### src/rtl/spi_arbiter_pkg.sv
// Shared definitions for the SPI master arbiter: transaction state encoding.
package spi_arbiter_pkg;

  typedef enum logic [1:0] {
    ST_IDLE      = 2'd0,
    ST_WAIT_BUSY = 2'd1,
    ST_WAIT_DONE = 2'd2,
    ST_COMPLETE  = 2'd3
  } arb_state_e;

endpackage

### src/rtl/spi_arbiter_rr_pick.sv
// Combinational round-robin pick: first requester at or above the pointer,
// wrapping, returned both as one-hot and as an index.
module spi_arbiter_rr_pick
  import spi_arbiter_pkg::*;
#(
  parameter int NUM_REQ = 4,
  parameter int PTR_W   = $clog2(NUM_REQ)
) (
  input  logic [NUM_REQ-1:0] req_i,
  input  logic [PTR_W-1:0]   ptr_i,
  output logic [NUM_REQ-1:0] onehot_o,
  output logic [PTR_W-1:0]   idx_o,
  output logic               valid_o
);

  localparam logic [PTR_W:0] NUM_REQ_W = (PTR_W+1)'(NUM_REQ);

  logic [2*NUM_REQ-1:0] req_dbl;
  logic [PTR_W-1:0]     off;
  logic [PTR_W:0]       idx_sum;
  logic [PTR_W:0]       idx_wrap;

  // Rotate the request vector so the pointer sits at bit 0, then take the lowest set bit.
  always_comb begin
    req_dbl = {req_i, req_i} >> ptr_i;
    off     = '0;
    for (int k = NUM_REQ - 1; k >= 0; k--) begin
      off = req_dbl[k] ? PTR_W'(k) : off;
    end
    idx_sum  = {1'b0, ptr_i} + {1'b0, off};
    idx_wrap = (idx_sum >= NUM_REQ_W) ? (idx_sum - NUM_REQ_W) : idx_sum;
    idx_o    = idx_wrap[PTR_W-1:0];
    valid_o  = |req_i;
    onehot_o = valid_o ? (NUM_REQ'(1) << idx_o) : '0;
  end

endmodule

### src/rtl/spi_arbiter.sv
// Round-robin arbiter sharing one SPI master among NUM_REQ requesters, with
// send/ready handshaking, return-word capture and per-wait-state timeout.
module spi_arbiter
  import spi_arbiter_pkg::*;
#(
  parameter int NUM_REQ  = 4,
  parameter int SIZE     = 40,
  parameter int CS_IDX_W = 4,
  parameter int TIMEOUT  = 4096
) (
  input  logic                       clk_in,
  input  logic                       reset_n_in,
  input  logic [NUM_REQ-1:0]         req_in,
  input  logic [NUM_REQ*CS_IDX_W-1:0] req_cs_in,
  input  logic [NUM_REQ*SIZE-1:0]    req_data_in,
  output logic [NUM_REQ-1:0]         r_grant_out,
  output logic [NUM_REQ-1:0]         r_done_out,
  output logic                       r_error_out,
  output logic [SIZE-1:0]            r_data_out,
  output logic                       r_busy_out,
  output logic [SIZE-1:0]            r_spi_data_out,
  output logic [CS_IDX_W-1:0]        r_spi_cs_out,
  output logic                       r_spi_send_out,
  input  logic [SIZE-1:0]            spi_data_in,
  input  logic                       spi_ready_in
);

  localparam int PTR_W = $clog2(NUM_REQ);
  localparam int CNT_W = $clog2(TIMEOUT);
  localparam logic [CNT_W-1:0] CNT_LAST = CNT_W'(TIMEOUT - 1);
  localparam logic [PTR_W-1:0] PTR_LAST = PTR_W'(NUM_REQ - 1);

  arb_state_e           state_q, state_d;
  logic [PTR_W-1:0]     ptr_q, ptr_d;
  logic [CNT_W-1:0]     cnt_q, cnt_d;
  logic [NUM_REQ-1:0]   grant_q, grant_d;
  logic [NUM_REQ-1:0]   done_q, done_d;
  logic                 error_q, error_d;
  logic [SIZE-1:0]      data_q, data_d;
  logic                 busy_q, busy_d;
  logic [SIZE-1:0]      spi_data_q, spi_data_d;
  logic [CS_IDX_W-1:0]  cs_q, cs_d;
  logic                 send_q, send_d;

  logic [NUM_REQ-1:0]   pick_onehot;
  logic [PTR_W-1:0]     pick_idx;
  logic                 pick_valid;
  logic                 cnt_expired;

  spi_arbiter_rr_pick #(
    .NUM_REQ (NUM_REQ),
    .PTR_W   (PTR_W)
  ) u_rr_pick (
    .req_i    (req_in),
    .ptr_i    (ptr_q),
    .onehot_o (pick_onehot),
    .idx_o    (pick_idx),
    .valid_o  (pick_valid)
  );

  // Next-state and next-output computation for the transaction sequencer.
  always_comb begin
    state_d     = state_q;
    ptr_d       = ptr_q;
    cnt_d       = cnt_q;
    grant_d     = grant_q;
    done_d      = '0;
    error_d     = 1'b0;
    data_d      = data_q;
    spi_data_d  = spi_data_q;
    cs_d        = cs_q;
    send_d      = send_q;
    cnt_expired = (cnt_q == CNT_LAST);

    case (state_q)
      ST_IDLE: begin
        if (pick_valid && spi_ready_in) begin
          grant_d    = pick_onehot;
          cs_d       = req_cs_in[int'(pick_idx)*CS_IDX_W +: CS_IDX_W];
          spi_data_d = req_data_in[int'(pick_idx)*SIZE +: SIZE];
          send_d     = 1'b1;
          ptr_d      = (pick_idx == PTR_LAST) ? '0 : pick_idx + PTR_W'(1);
          cnt_d      = '0;
          state_d    = ST_WAIT_BUSY;
        end else begin
          state_d = ST_IDLE;
        end
      end
      ST_WAIT_BUSY: begin
        if (cnt_expired) begin
          send_d  = 1'b0;
          done_d  = grant_q;
          error_d = 1'b1;
          state_d = ST_COMPLETE;
        end else if (!spi_ready_in) begin
          send_d  = 1'b0;
          cnt_d   = '0;
          state_d = ST_WAIT_DONE;
        end else begin
          cnt_d = cnt_q + CNT_W'(1);
        end
      end
      ST_WAIT_DONE: begin
        if (cnt_expired) begin
          done_d  = grant_q;
          error_d = 1'b1;
          state_d = ST_COMPLETE;
        end else if (spi_ready_in) begin
          data_d  = spi_data_in;
          done_d  = grant_q;
          state_d = ST_COMPLETE;
        end else begin
          cnt_d = cnt_q + CNT_W'(1);
        end
      end
      ST_COMPLETE: begin
        grant_d = '0;
        state_d = ST_IDLE;
      end
      default: begin
        grant_d = '0;
        send_d  = 1'b0;
        state_d = ST_IDLE;
      end
    endcase

    busy_d = (state_d != ST_IDLE);
  end

  // State and registered outputs; reset drops send and grant immediately.
  always_ff @(posedge clk_in or negedge reset_n_in) begin
    if (!reset_n_in) begin
      state_q    <= ST_IDLE;
      ptr_q      <= '0;
      cnt_q      <= '0;
      grant_q    <= '0;
      done_q     <= '0;
      error_q    <= 1'b0;
      data_q     <= '0;
      busy_q     <= 1'b0;
      spi_data_q <= '0;
      cs_q       <= '0;
      send_q     <= 1'b0;
    end else begin
      state_q    <= state_d;
      ptr_q      <= ptr_d;
      cnt_q      <= cnt_d;
      grant_q    <= grant_d;
      done_q     <= done_d;
      error_q    <= error_d;
      data_q     <= data_d;
      busy_q     <= busy_d;
      spi_data_q <= spi_data_d;
      cs_q       <= cs_d;
      send_q     <= send_d;
    end
  end

  assign r_grant_out    = grant_q;
  assign r_done_out     = done_q;
  assign r_error_out    = error_q;
  assign r_data_out     = data_q;
  assign r_busy_out     = busy_q;
  assign r_spi_data_out = spi_data_q;
  assign r_spi_cs_out   = cs_q;
  assign r_spi_send_out = send_q;

endmodule
### config.mk
export PLATFORM = sky130hd
export DESIGN_NAME = spi_arbiter
export DESIGN_NICKNAME = d
export VERILOG_FILES = /design/src/rtl/spi_arbiter_pkg.sv /design/src/rtl/spi_arbiter_rr_pick.sv /design/src/rtl/spi_arbiter.sv
export SDC_FILE = /design/constraint.sdc
export NUM_CORES = 1
export LEC_CHECK = 0
export CAP_MARGIN = 20
export CORE_MARGIN = 4
export CORE_UTILIZATION = 41
export CTS_BUF_LIST = sky130_fd_sc_hd__clkbuf_4
export DETAILED_ROUTE_END_ITERATION = 10
export GPL_ROUTABILITY_DRIVEN = 1
export PLACE_DENSITY = 0.86
export REMOVE_ABC_BUFFERS = 1
export SETUP_SLACK_MARGIN = 0.15
export SYNTH_ARGS = -nofsm -noshare
export SYNTH_HDL_FRONTEND = slang
export SYNTH_HIERARCHICAL = 1
export SYNTH_SLANG_ARGS = --single-unit
export TNS_END_PERCENT = 10
### constraint.sdc
create_clock -name clk_in -period 3.3 [get_ports clk_in]
set_input_delay 0.33 -clock clk_in [delete_from_list [all_inputs] [get_ports clk_in]]
set_output_delay 0.33 -clock clk_in [all_outputs]
set_load 0.02 [all_outputs]
### After elaboration in Yosys (flattened, before gate mapping)

Cells that the tools add are included.

* $add $sub $neg: 4
* $mul: 1
* order comparisons: 1
* equal/unequal tests: 10
* shift-type cells: 4
* multiplexer cells: 31
* bitwise logic cells: 1
* reduce and logical (&&, ||, !) cells: 13

Operator list (number)
* 160-bit by 9-bit variable part select with 40-bit output: 1
* 12-bit two-way mux: 5
* 12-bit one-hot mux with 3 select lines: 1
* 2-bit two-way mux: 10
* 4-bit two-way mux: 5
* 4-bit one-hot mux with 2 select lines: 2
* 16-bit by 5-bit variable part select with 4-bit output: 1
* 12-bit by 1-bit adder with 12-bit output, second input constant: 1
* 12-bit == test, second input constant: 1
* 2-bit != test, second input constant: 4
* 2-bit one-hot mux with 4 select lines: 1
* 8-bit by 2-bit right shift with 4-bit output: 1
* 2-bit == test, second input constant: 3
* 1-bit two-way mux: 6
* 3-bit AND reduction: 2
* 2-bit nonzero test: 3
* 2-bit by 3-bit multiplier with 5-bit output, second input constant: 1
* 5-bit AND reduction: 1
* 2-bit AND reduction: 2
* 4-bit OR reduction: 1
* 1-bit by 2-bit << shifter with 4-bit output, first input constant: 1
* 2-bit by 2-bit adder with 3-bit output: 1
* 3-bit >= comparator, second input constant: 1
* 3-bit != test, second input constant: 1
* other kinds (9): 9

* register bits: 111
* bits of input ports: 223
* output and inout bits: 95

### Logic depth before layout (Yosys ltp)

Gate-level depths: netlist (run 1).

* word-level depth: 12
* depth in mapped cells: 12
* depth with buffers taken out: 10

### Hierarchy

The synthesis (run 1) kept the hierarchy.

Modules (own cells, without submodules)
* spi_arbiter: times used 1, cells each 377, area an instance 5615.4 µm²
* spi_arbiter_rr_pick: times used 1, cells each 42, area an instance 326.6 µm²

### Least setup slack after synthesis (run 1)

Ideal clock, no wire load.

* path type: flip-flop to flip-flop
* start: register ptr_q[0]
* end: register spi_data_q[28] (netlist: r_spi_data_out[28])
* arrival time: 2.684 ns
* setup slack: 0.492 ns
* cell stages (with the launch flop): 13
* path through: dfrtp_1 buf_6 nand2_1 nor2_1 o21ai_0 o211ai_1 ha_1 xnor2_1 xnor2_1 clkbuf_1 buf_1 mux4_2 mux2_2

* cells in the longest elaborated chain, start to end: 10
* elaborated cells between the ends (all ways): 11
* those cells by class: add/sub: 2; mul: 1; order compare: 1; shift: 2; mux: 5

RTL lines
* from (decl): RTL line spi_arbiter.sv:34 `logic [PTR_W-1:0] ptr_q, ptr_d;`
* from (signal assigned): RTL line spi_arbiter.sv:146 `ptr_q <= ptr_d;`
* 8-bit by 2-bit right shift with 4-bit output: RTL line spi_arbiter_rr_pick.sv:25 `req_dbl = {req_i, req_i} >> ptr_i;`
* 2-bit two-way mux (4 in series): RTL line spi_arbiter_rr_pick.sv:28 `off = req_dbl[k] ? PTR_W'(k) : off;`
* 2-bit by 2-bit adder with 3-bit output *: RTL line spi_arbiter_rr_pick.sv:30 `idx_sum = {1'b0, ptr_i} + {1'b0, off};`
* 3-bit >= comparator or 2-bit by 1-bit subtractor with 2-bit output (tied branches): RTL line spi_arbiter_rr_pick.sv:31 `idx_wrap = (idx_sum >= NUM_REQ_W) ? (idx_sum - NUM_REQ_W) : idx_sum;`
* 2-bit two-way mux *: RTL line spi_arbiter_rr_pick.sv:31
* net pick_idx[1]: RTL line spi_arbiter.sv:46 `logic [PTR_W-1:0] pick_idx;`
* 2-bit by 3-bit multiplier with 5-bit output *: RTL line spi_arbiter.sv:80 `spi_data_d = req_data_in[int'(pick_idx)*SIZE +: SIZE];`
* 160-bit by 9-bit variable part select with 40-bit output *: RTL line spi_arbiter.sv:80
* to (signal assigned): RTL line spi_arbiter.sv:153 `spi_data_q <= spi_data_d;`
* to (decl): RTL line spi_arbiter.sv:41 `logic [SIZE-1:0] spi_data_q, spi_data_d;`

The timed path passes the listed nets; every way through them passes the cells marked *.
A chain may end at the register's enable or synchronous reset.

### Worst setup path after layout (run 1)

* start: register ptr_q[0]
* end: register spi_data_q[8] (netlist: r_spi_data_out[8])

The elaborated chain is that of the path after synthesis.

==> results of run 1 <==
area by class of cell:
type                            instances  share of cell area [%]
Antenna cell                            1                  0.0263
Clock buffer                           10                   0.790
Clock inverter                          6                   0.711
Inverter                                7                   0.277
Multi-Input combinational cell        273                    31.6
Sequential cell                       111                    29.2
Tap cell                              180                    2.37
Timing Repair Buffer                  327                    35.0
worst max-delay path by stage:
stage	start	end	slack [ns]	cells after the start
final	ptr_q[0]$_DFFE_PN0P_	r_spi_data_out[8]$_DFFE_PN0P_	0.33	10
after global routing	ptr_q[0]$_DFFE_PN0P_	r_spi_data_out[34]$_DFFE_PN0P_	0.18	10
after CTS	ptr_q[0]$_DFFE_PN0P_	r_spi_data_out[8]$_DFFE_PN0P_	0.35	10
after detailed placement	req_in[2]	r_spi_data_out[8]$_DFFE_PN0P_	0.05	10
after global placement	req_in[0]	r_spi_data_out[34]$_DFFE_PN0P_	0.17	10
after floorplan	ptr_q[0]$_DFFE_PN0P_	ptr_q[1]$_DFFE_PN0P_	-1.18	9
cell families (layout without fill, tap and decap cells):
| kind of cell | count (synthesis) | count (layout) | share of synthesized area [%] |
|---|---|---|---|
| compound gates | 43 | 43 | 5.85 |
| other cells | 0 | 1 | 0 |
| buf+inv | 35 | 350 | 3.24 |
| mux | 139 | 139 | 34.5 |
| fa+ha+maj | 10 | 10 | 2.11 |
| flops | 111 | 111 | 46.7 |
| simple gates | 78 | 78 | 7.12 |
| xor+xnor | 3 | 3 | 0.442 |
cells in the final DEF, fill, tap and decap left out, types with 9 or more instances in the layout:
cell type / synthesis / layout
clkbuf_4: 0 / 10
clkdlybuf4s50_1: 0 / 316
nor2_1: 17 / 17
mux4_2: 44 / 44
mux2_2: 84 / 84
dfrtp_1: 111 / 111
mux2i_1: 9 / 9
ha_1: 10 / 9
nand2_1: 14 / 14
cell usage after synthesis (2+ instances only):
cell and instances:
a21oi_1 3, nor3_1 4, and3_1 6, o211ai_1 3
nand3_1 9, buf_4 6, a22oi_1 3, nor4_1 3
nand4_1 2, mux2i_1 9, mux2_2 84, o41ai_1 2
a211o_1 4, buf_6 2, clkbuf_1 8, o2bb2ai_1 3
dfrtp_1 111, nor3b_1 2, or4_4 2, a22o_1 7
buf_2 10, mux2_1 2, nand2b_1 5, a211oi_1 2
mux4_2 44, nor2_1 17, nand2_1 14, o31ai_1 4
o21ai_0 5, or3_1 4, inv_1 7, xnor2_1 2
ha_1 10
layer usage:
metal | wire length [um] | GRT usage (%) | part of all wire [%] | vias up
met3 | 1630 | 7.31 | 8.5 | 41
met4 | 666 | 9.86 | 3.5 | 0
li1 | - | - | - | 2217
met5 | 0 | 0 | 0 | -
met1 | 6860 | 26.3 | 36 | 2420
met2 | 10000 | 40.5 | 52 | 239
power by group:
group,switching (mW),internal [mW]
Sequential,0.360,1.95
Clock,0.469,0.244
Combinational,2.49,3.20
Total,3.32,5.40
state kept, by name, summed over array words and instances, names as in the netlist:
name and flops:
ptr_q 2, r_busy_out 1, r_spi_cs_out 4, r_spi_data_out 40, r_done_out 4, state_q 2, r_data_out 40, cnt_q 12
r_grant_out 4, r_error_out 1, r_spi_send_out 1
timing repair:
item	in CTS	in global routing
endpoints found under the hold margin	51	0
hold buffers	1	0
setup buffers	0	0
==> summary.txt, run 1 <==
Worst setup path
  – Crit Path Class: reg -> reg
  – Worst Path Max Fanout: 45
  – Critical Path RT: between 3 and 4 ns
  – Crit Reg-Reg Startpoint: ptr_q[0]$_DFFE_PN0P_
  – Slowest cell on crit path: dfrtp_1
  – Top delay family on crit path: multiplexers
  – Reg-to-reg endpoint: r_spi_data_out[8]$_DFFE_PN0P_
  – CP max stage delay: between 0.6 and 0.7 ns
  – Crit start category: flip-flop
  – Buf/Inv on CP: 2
  – Crit-path cells: inv_1, nor3b_1, a21oi_1, o211ai_1, ha_4, xnor2_1, xnor2_2, buf_12, mux4_2, mux2_2
  – CP endpoint kind: flip-flop
  – Depth of the worst register-to-register path: 10
  – Crit path DAT: 3.34 ns
  – R2R setup slack: 0.33 ns

Global route
  – Initial antenna violation count: 1
  – GRT overflow: 0
  – First-pass GRT wire length: 29400 um
  – Largest net degree at the start of global routing: between 60 and 70
  – GRT Total Usage: 23.2%
  – Number of global-route vias before repair: approximately 5400

CTS
  – CTS Buf Count: 9
  – CTS Buffer Depth: 2
  – Reg clk slew, reported paths: roughly 0.17 ns
  – Clk root buf: clkbuf_4
  – # clock sinks: roughly 110
  – Insertion delay to the later sink of the worst-skew pair: ~0.48 ns
  – H-tree lvl count: 3
  – CTS tree: done
  – PostCTS Resize Cnt: 0

Drt
  – Post-Route WL: about 19000 um
  – WL/cell: about 21 um
  – Vias per cell: around 5.4
  – Remaining DRCs: 0
  – Detailed Routing Iterations Pass 1: 4
  – Initial DRC Count: 180
  – Via count: about 4900
  – Antenna viol nets, final: 0

STA
  – Fin Hold WS: between 0.3 and 0.4 ns
  – Final min period: 2.97 ns
  – Tcrit/Tclk final: approximately nine tenths
  – Setup TNS: 0 ns
  – Slew of the pin with the lowest slew margin: roughly 1 ns
  – RSZ-0062 raised after global routing: false
  – Max Slew Vio Count: 0
  – Final clock skew: 0.0154 ns
  – Final hold vios: 0
  – Rel. slew slack: between 30% and 40%
  – PnR worst setup slack: about 0.33 ns
  – Final Setup Violations: 0
  – Peak Freq: between 300 and 400 MHz

Cells and area
  – # fillers: roughly 1000
  – Share of cells above drive strength 1: approximately 23%
  – Non-filler instance count after layout: 915
  – Core Util, Final: approximately two thirds
  – Final Instance Area: around 9500 um2
  – Area delta synth->final: 59.9%
  – Total area of sequential cells: approximately 2800 um2
  – Multi-input logic area: ~3000 um2
  – # nets final: between 900 and 1000

Power and ir drop
  – Pleak: slightly below 4 nW
  – Tot Pwr: 8.71 mW
  – Peak supply drop: approximately 710 uV
  – Pwr Density: roughly 920 nW/um2

Placed design
  – Dpl cells: roughly 900
  – Dpl ws: ~0.05 ns
  – HPWL Detailed: about 15000 um
  – GPL Wtd Cong: between 0.9 and 1
  – DP Area: between 9000 and 10000 um2
  – Port Buffer Count: between 300 and 400

Synth
  – Mapped cell area: a little under 6000 um2
  – Mapped Cells: between 400 and 500
  – Netlist cell types: between 50 and 60
  – Share of flip-flops with an asynchronous set or reset: 100%
  – Ys flop type: dfrtp_1
  – Warnings, synthesis: 6
  – Register area share after synthesis: a little under half
  – Synth area leader: dfrtp_1
  – Yosys reg bits: between 100 and 150
  – Synth top area share: between 40% and 50%
  – Top post-synthesis cells by area: dfrtp_1 (47%), mux4_2 (17%), mux2_2 (16%), ha_1 (2.1%), mux2i_1 (1.5%)
  – Syn_area_per_cell: roughly 14 um2
  – Post-synth EDFFs: 0

Floorplan
  – Die Y: roughly 130 um
  – Core ar.: ~14000 um2
  – Initial Utilization: a little over two fifths
  – I/O pin count: about 320
  – Rows: 43
  – Die footprint: between 15000 and 20000 um2
  – Die X: 128 um

Hold path
  – HP Class: in -> async

Flow run
  – MaxCap Viol Count: 0

Run status
  – Outcome: completed
(Power assumes the default switching activity.)
==> run 2, diff against run 1 <==
--- a/config.mk
+++ b/config.mk
@@ -5,7 +5,6 @@
 export SDC_FILE = /design/constraint.sdc
 export NUM_CORES = 1
 export LEC_CHECK = 0
-export CAP_MARGIN = 20
 export CORE_MARGIN = 4
 export CORE_UTILIZATION = 41
 export CTS_BUF_LIST = sky130_fd_sc_hd__clkbuf_4
==> results of run 2 <==
No change in the layout: final DEF, timing and power equal those of run 1.
==> run 3, diff against run 2 <==
--- a/config.mk
+++ b/config.mk
@@ -5,12 +5,15 @@
 export SDC_FILE = /design/constraint.sdc
 export NUM_CORES = 1
 export LEC_CHECK = 0
+export CORE_ASPECT_RATIO = 1.5
 export CORE_MARGIN = 4
 export CORE_UTILIZATION = 41
 export CTS_BUF_LIST = sky130_fd_sc_hd__clkbuf_4
+export CTS_CLUSTER_SIZE = 10
 export DETAILED_ROUTE_END_ITERATION = 10
 export GPL_ROUTABILITY_DRIVEN = 1
 export PLACE_DENSITY = 0.86
+export RECOVER_POWER = 25
 export REMOVE_ABC_BUFFERS = 1
 export SETUP_SLACK_MARGIN = 0.15
 export SYNTH_ARGS = -nofsm -noshare
==> run 3 against run 2 <==
  * The flow now finishes with violations (capacitance limit, slew limit)
  * Clock-buffer cell count is 1 lower
  * Combinational power is 1% higher
  * Core utilization is 0.44 points lower
  * Sequential cell count stayed put
  * Die area is 0.24% higher
  * Setup slack better by 0.045 ns
  * Global-route usage is 2.3 points higher
  * Critical path type unchanged
  * Largest cell class unchanged
==> summary.txt, run 3 (synthesis results as in run 1) <==
Run status
  – Outcome: complete, but fails checks
  – Violated checks: capacitance limit, slew limit

STA
  – Slew of the pin with the lowest slew margin: 1.74 ns (+0.766 ns)
  – Peak Freq: 342 MHz (+1.5%)
  – Final clock skew: 0.0268 ns (+0.0114 ns)
  – Final hold vios: 0 (unchanged)
  – Rel. slew slack: -15.9% (-51 points)
  – RSZ-0062 raised after global routing: false
  – PnR worst setup slack: 0.378 ns (+0.0449 ns)
  – Max Slew Vio Count: 71 (+71)
  – Final min period: 2.92 ns (-0.0449 ns)
  – Tcrit/Tclk final: 88.5% (-1.4 points)
  – Fin Hold WS: 0.423 ns (+0.0265 ns)
  – Final Setup Violations: 0 (unchanged)

Placed design
  – DP Area: 9360 um2 (+0.21%)
  – HPWL Detailed: 17300 um (+13%)
  – GPL Wtd Cong: 0.940 (+0.53%)
  – Port Buffer Count: 317 (unchanged)
  – Dpl ws: 0.0713 ns (+0.0213 ns)

Worst setup path
  – Crit path DAT: 3.31 ns (-0.03 ns)
  – Crit-path cells: inv_1, nor3b_1, a21oi_1, o211ai_1, ha_4, xnor2_1, xnor2_2, buf_12, mux4_2, mux2_2
  – CP endpoint kind: flip-flop
  – Critical Path RT: 3.69 ns (about the same)
  – Slowest cell on crit path: dfrtp_1
  – CP max stage delay: 0.61 ns (about the same)
  – Worst Path Max Fanout: 45 (unchanged)
  – Crit Path Class: reg -> reg
  – Crit start category: flip-flop

Floorplan
  – Initial Utilization: 42.1% (-0.25 points)
  – Die X: 106 um (-17%)
  – Core ar.: 14100 um2 (+0.59%)
  – I/O pin count: 318 (unchanged)
  – Die Y: 155 um (+21%)
  – Rows: 53 (+23%)
  – Die footprint: 16500 um2 (+0.24%)

Drt
  – Antenna viol nets, final: 0 (unchanged)
  – Initial DRC Count: 151 (-16%)
  – Via count: 5013 (+2.0%)
  – Remaining DRCs: 0 (unchanged)
  – WL/cell: 22.6 um (+7.8%)
  – Post-Route WL: 21000 um (+9.7%)
  – Detailed Routing Iterations Pass 1: 4 (unchanged)
  – Vias per cell: 5.38 (+0.20%)

Power and ir drop
  – Peak supply drop: 643 uV (-9.6%)
  – Combinational share of power: 66.0% (+0.7 points)
  – Sw Share: 38.8% (+0.75 points)
  – Sw power: 3.38 mW (+2.0%)
  – Sequential Power Share: 26.6% (about the same)
  – Pleak: 3.85 nW (-0.10%)
  – Clock share of power: 7.4% (-0.8 points)
  – Pwr Density: 918 nW/um2 (about the same)
  – Internal: 5.33 mW (-1.2%)

CTS
  – CTS tree: done
  – CTS Buffer Depth: 2 (unchanged)
  – PostCTS Resize Cnt: 0 (unchanged)
  – Clk root buf: clkbuf_4
  – Insertion delay to the later sink of the worst-skew pair: 0.48 ns (about the same)
  – Reg clk slew, reported paths: 0.19 ns (+0.02 ns)
  – CTS Buf Count: 9 (unchanged)
  – H-tree lvl count: 3 (unchanged)
  – # clock sinks: 111 (unchanged)

Global route
  – Largest net degree at the start of global routing: 71 (+16%)
  – Number of global-route vias before repair: 5567 (+2.2%)
  – GRT overflow: 0 (unchanged)
  – Initial antenna violation count: 1 (unchanged)
  – GRT Total Usage: 25.5% (+2.3 points)
  – First-pass GRT wire length: 31500 um (+7.1%)

Hold path
  – HP Class: in -> reg

Cells and area
  – Area delta synth->final: 59.8% (about the same)
  – Share of cells above drive strength 1: 23.0% (+0.28 points)
  – Most frequent cells in the layout: clkdlybuf4s50_1 (316), dfrtp_1 (111), mux2_2 (84)
  – Most common cell after layout, fill and taps aside: clkdlybuf4s50_1
  – Final Instance Area: 9490 um2 (about the same)
  – # nets final: 966 (+0.42%)

Flow run
  – MaxCap Viol Count: 1 (+1)
[run 3: power by group through the flow]
stage,Combinational [mW],Clock [mW],Sequential (mW)
after floorplan,2.95,0,2.95
after global placement,5.61,0,2.32
after detailed placement,5.82,0,2.34
after CTS,5.82,0.664,2.32
after global routing,6.12,0.718,2.40
final,5.75,0.641,2.32
[run 3: per-stage QoR]
stage	total power [mW]	std cells	setup TNS [ns]	util, %
finish	8.72	931	0	67.2
detailed placement	8.16	913	0	66.3
CTS	8.80	930	0	67.2
global placement	7.93	913	0	66.3
floorplan	5.91	391	-51.37	-
global route	9.23	931	0	67.2
[run 3: final timing paths]
path	cells after the start	slack [ns]	end	startpoint
setup / recovery	10	0.38	r_spi_data_out[30]$_DFFE_PN0P_	ptr_q[0]$_DFFE_PN0P_
hold / removal	2	0.42	r_data_out[8]$_DFFE_PN0P_	spi_data_in[8]
setup reg to reg	10	0.38	r_spi_data_out[30]$_DFFE_PN0P_	ptr_q[0]$_DFFE_PN0P_
hold reg to reg	1	0.52	r_data_out[8]$_DFFE_PN0P_	r_data_out[8]$_DFFE_PN0P_
max in group asynchronous	3	0.66	r_done_out[0]$_DFF_PN0_	reset_n_in
min in group asynchronous	2	0.83	r_data_out[25]$_DFFE_PN0P_	reset_n_in
[run 3: cell type report]
type	instances	area (um2)
diodes	1	2.50
clock buffers	9	67.6
clock inverters	7	55.1
fillers	1019	4630
inverters	7	26.3
multi-input cells	273	3000
flip-flops and latches	111	2780
well taps	192	240
repair buffers	331	3320
[run 3: what timing repair did]
action / 4_1_cts / 5_1_grt
endpoints found under the hold margin: 68 / 0
setup endpoints to repair: 0 / 0
hold buffers: 1 / 0
setup buffers: 0 / 0
[run 3: layer usage]
| layer | track usage, % | vias up | routed length [um] |
|---|---|---|---|
| li1 | - | 2229 | - |
| met1 | 30.5 | 2462 | 7630 |
| met2 | 43.4 | 281 | 10700 |
| met3 | 7.26 | 41 | 1980 |
| met4 | 10.0 | 0 | 755 |
| met5 | 0 | - | 0 |
[run 3: critical path, delay by kind of cell (launching register included)]
kind	cells	cell delay, ns
AOI/OAI and AO/OA	2	0.33
xor gates and xnor gates	2	0.41
adders and majority gates	1	0.19
buffers and inverters	2	0.41
DFF	1	0.61
muxes	2	0.65
and+or+nand+nor	1	0.22
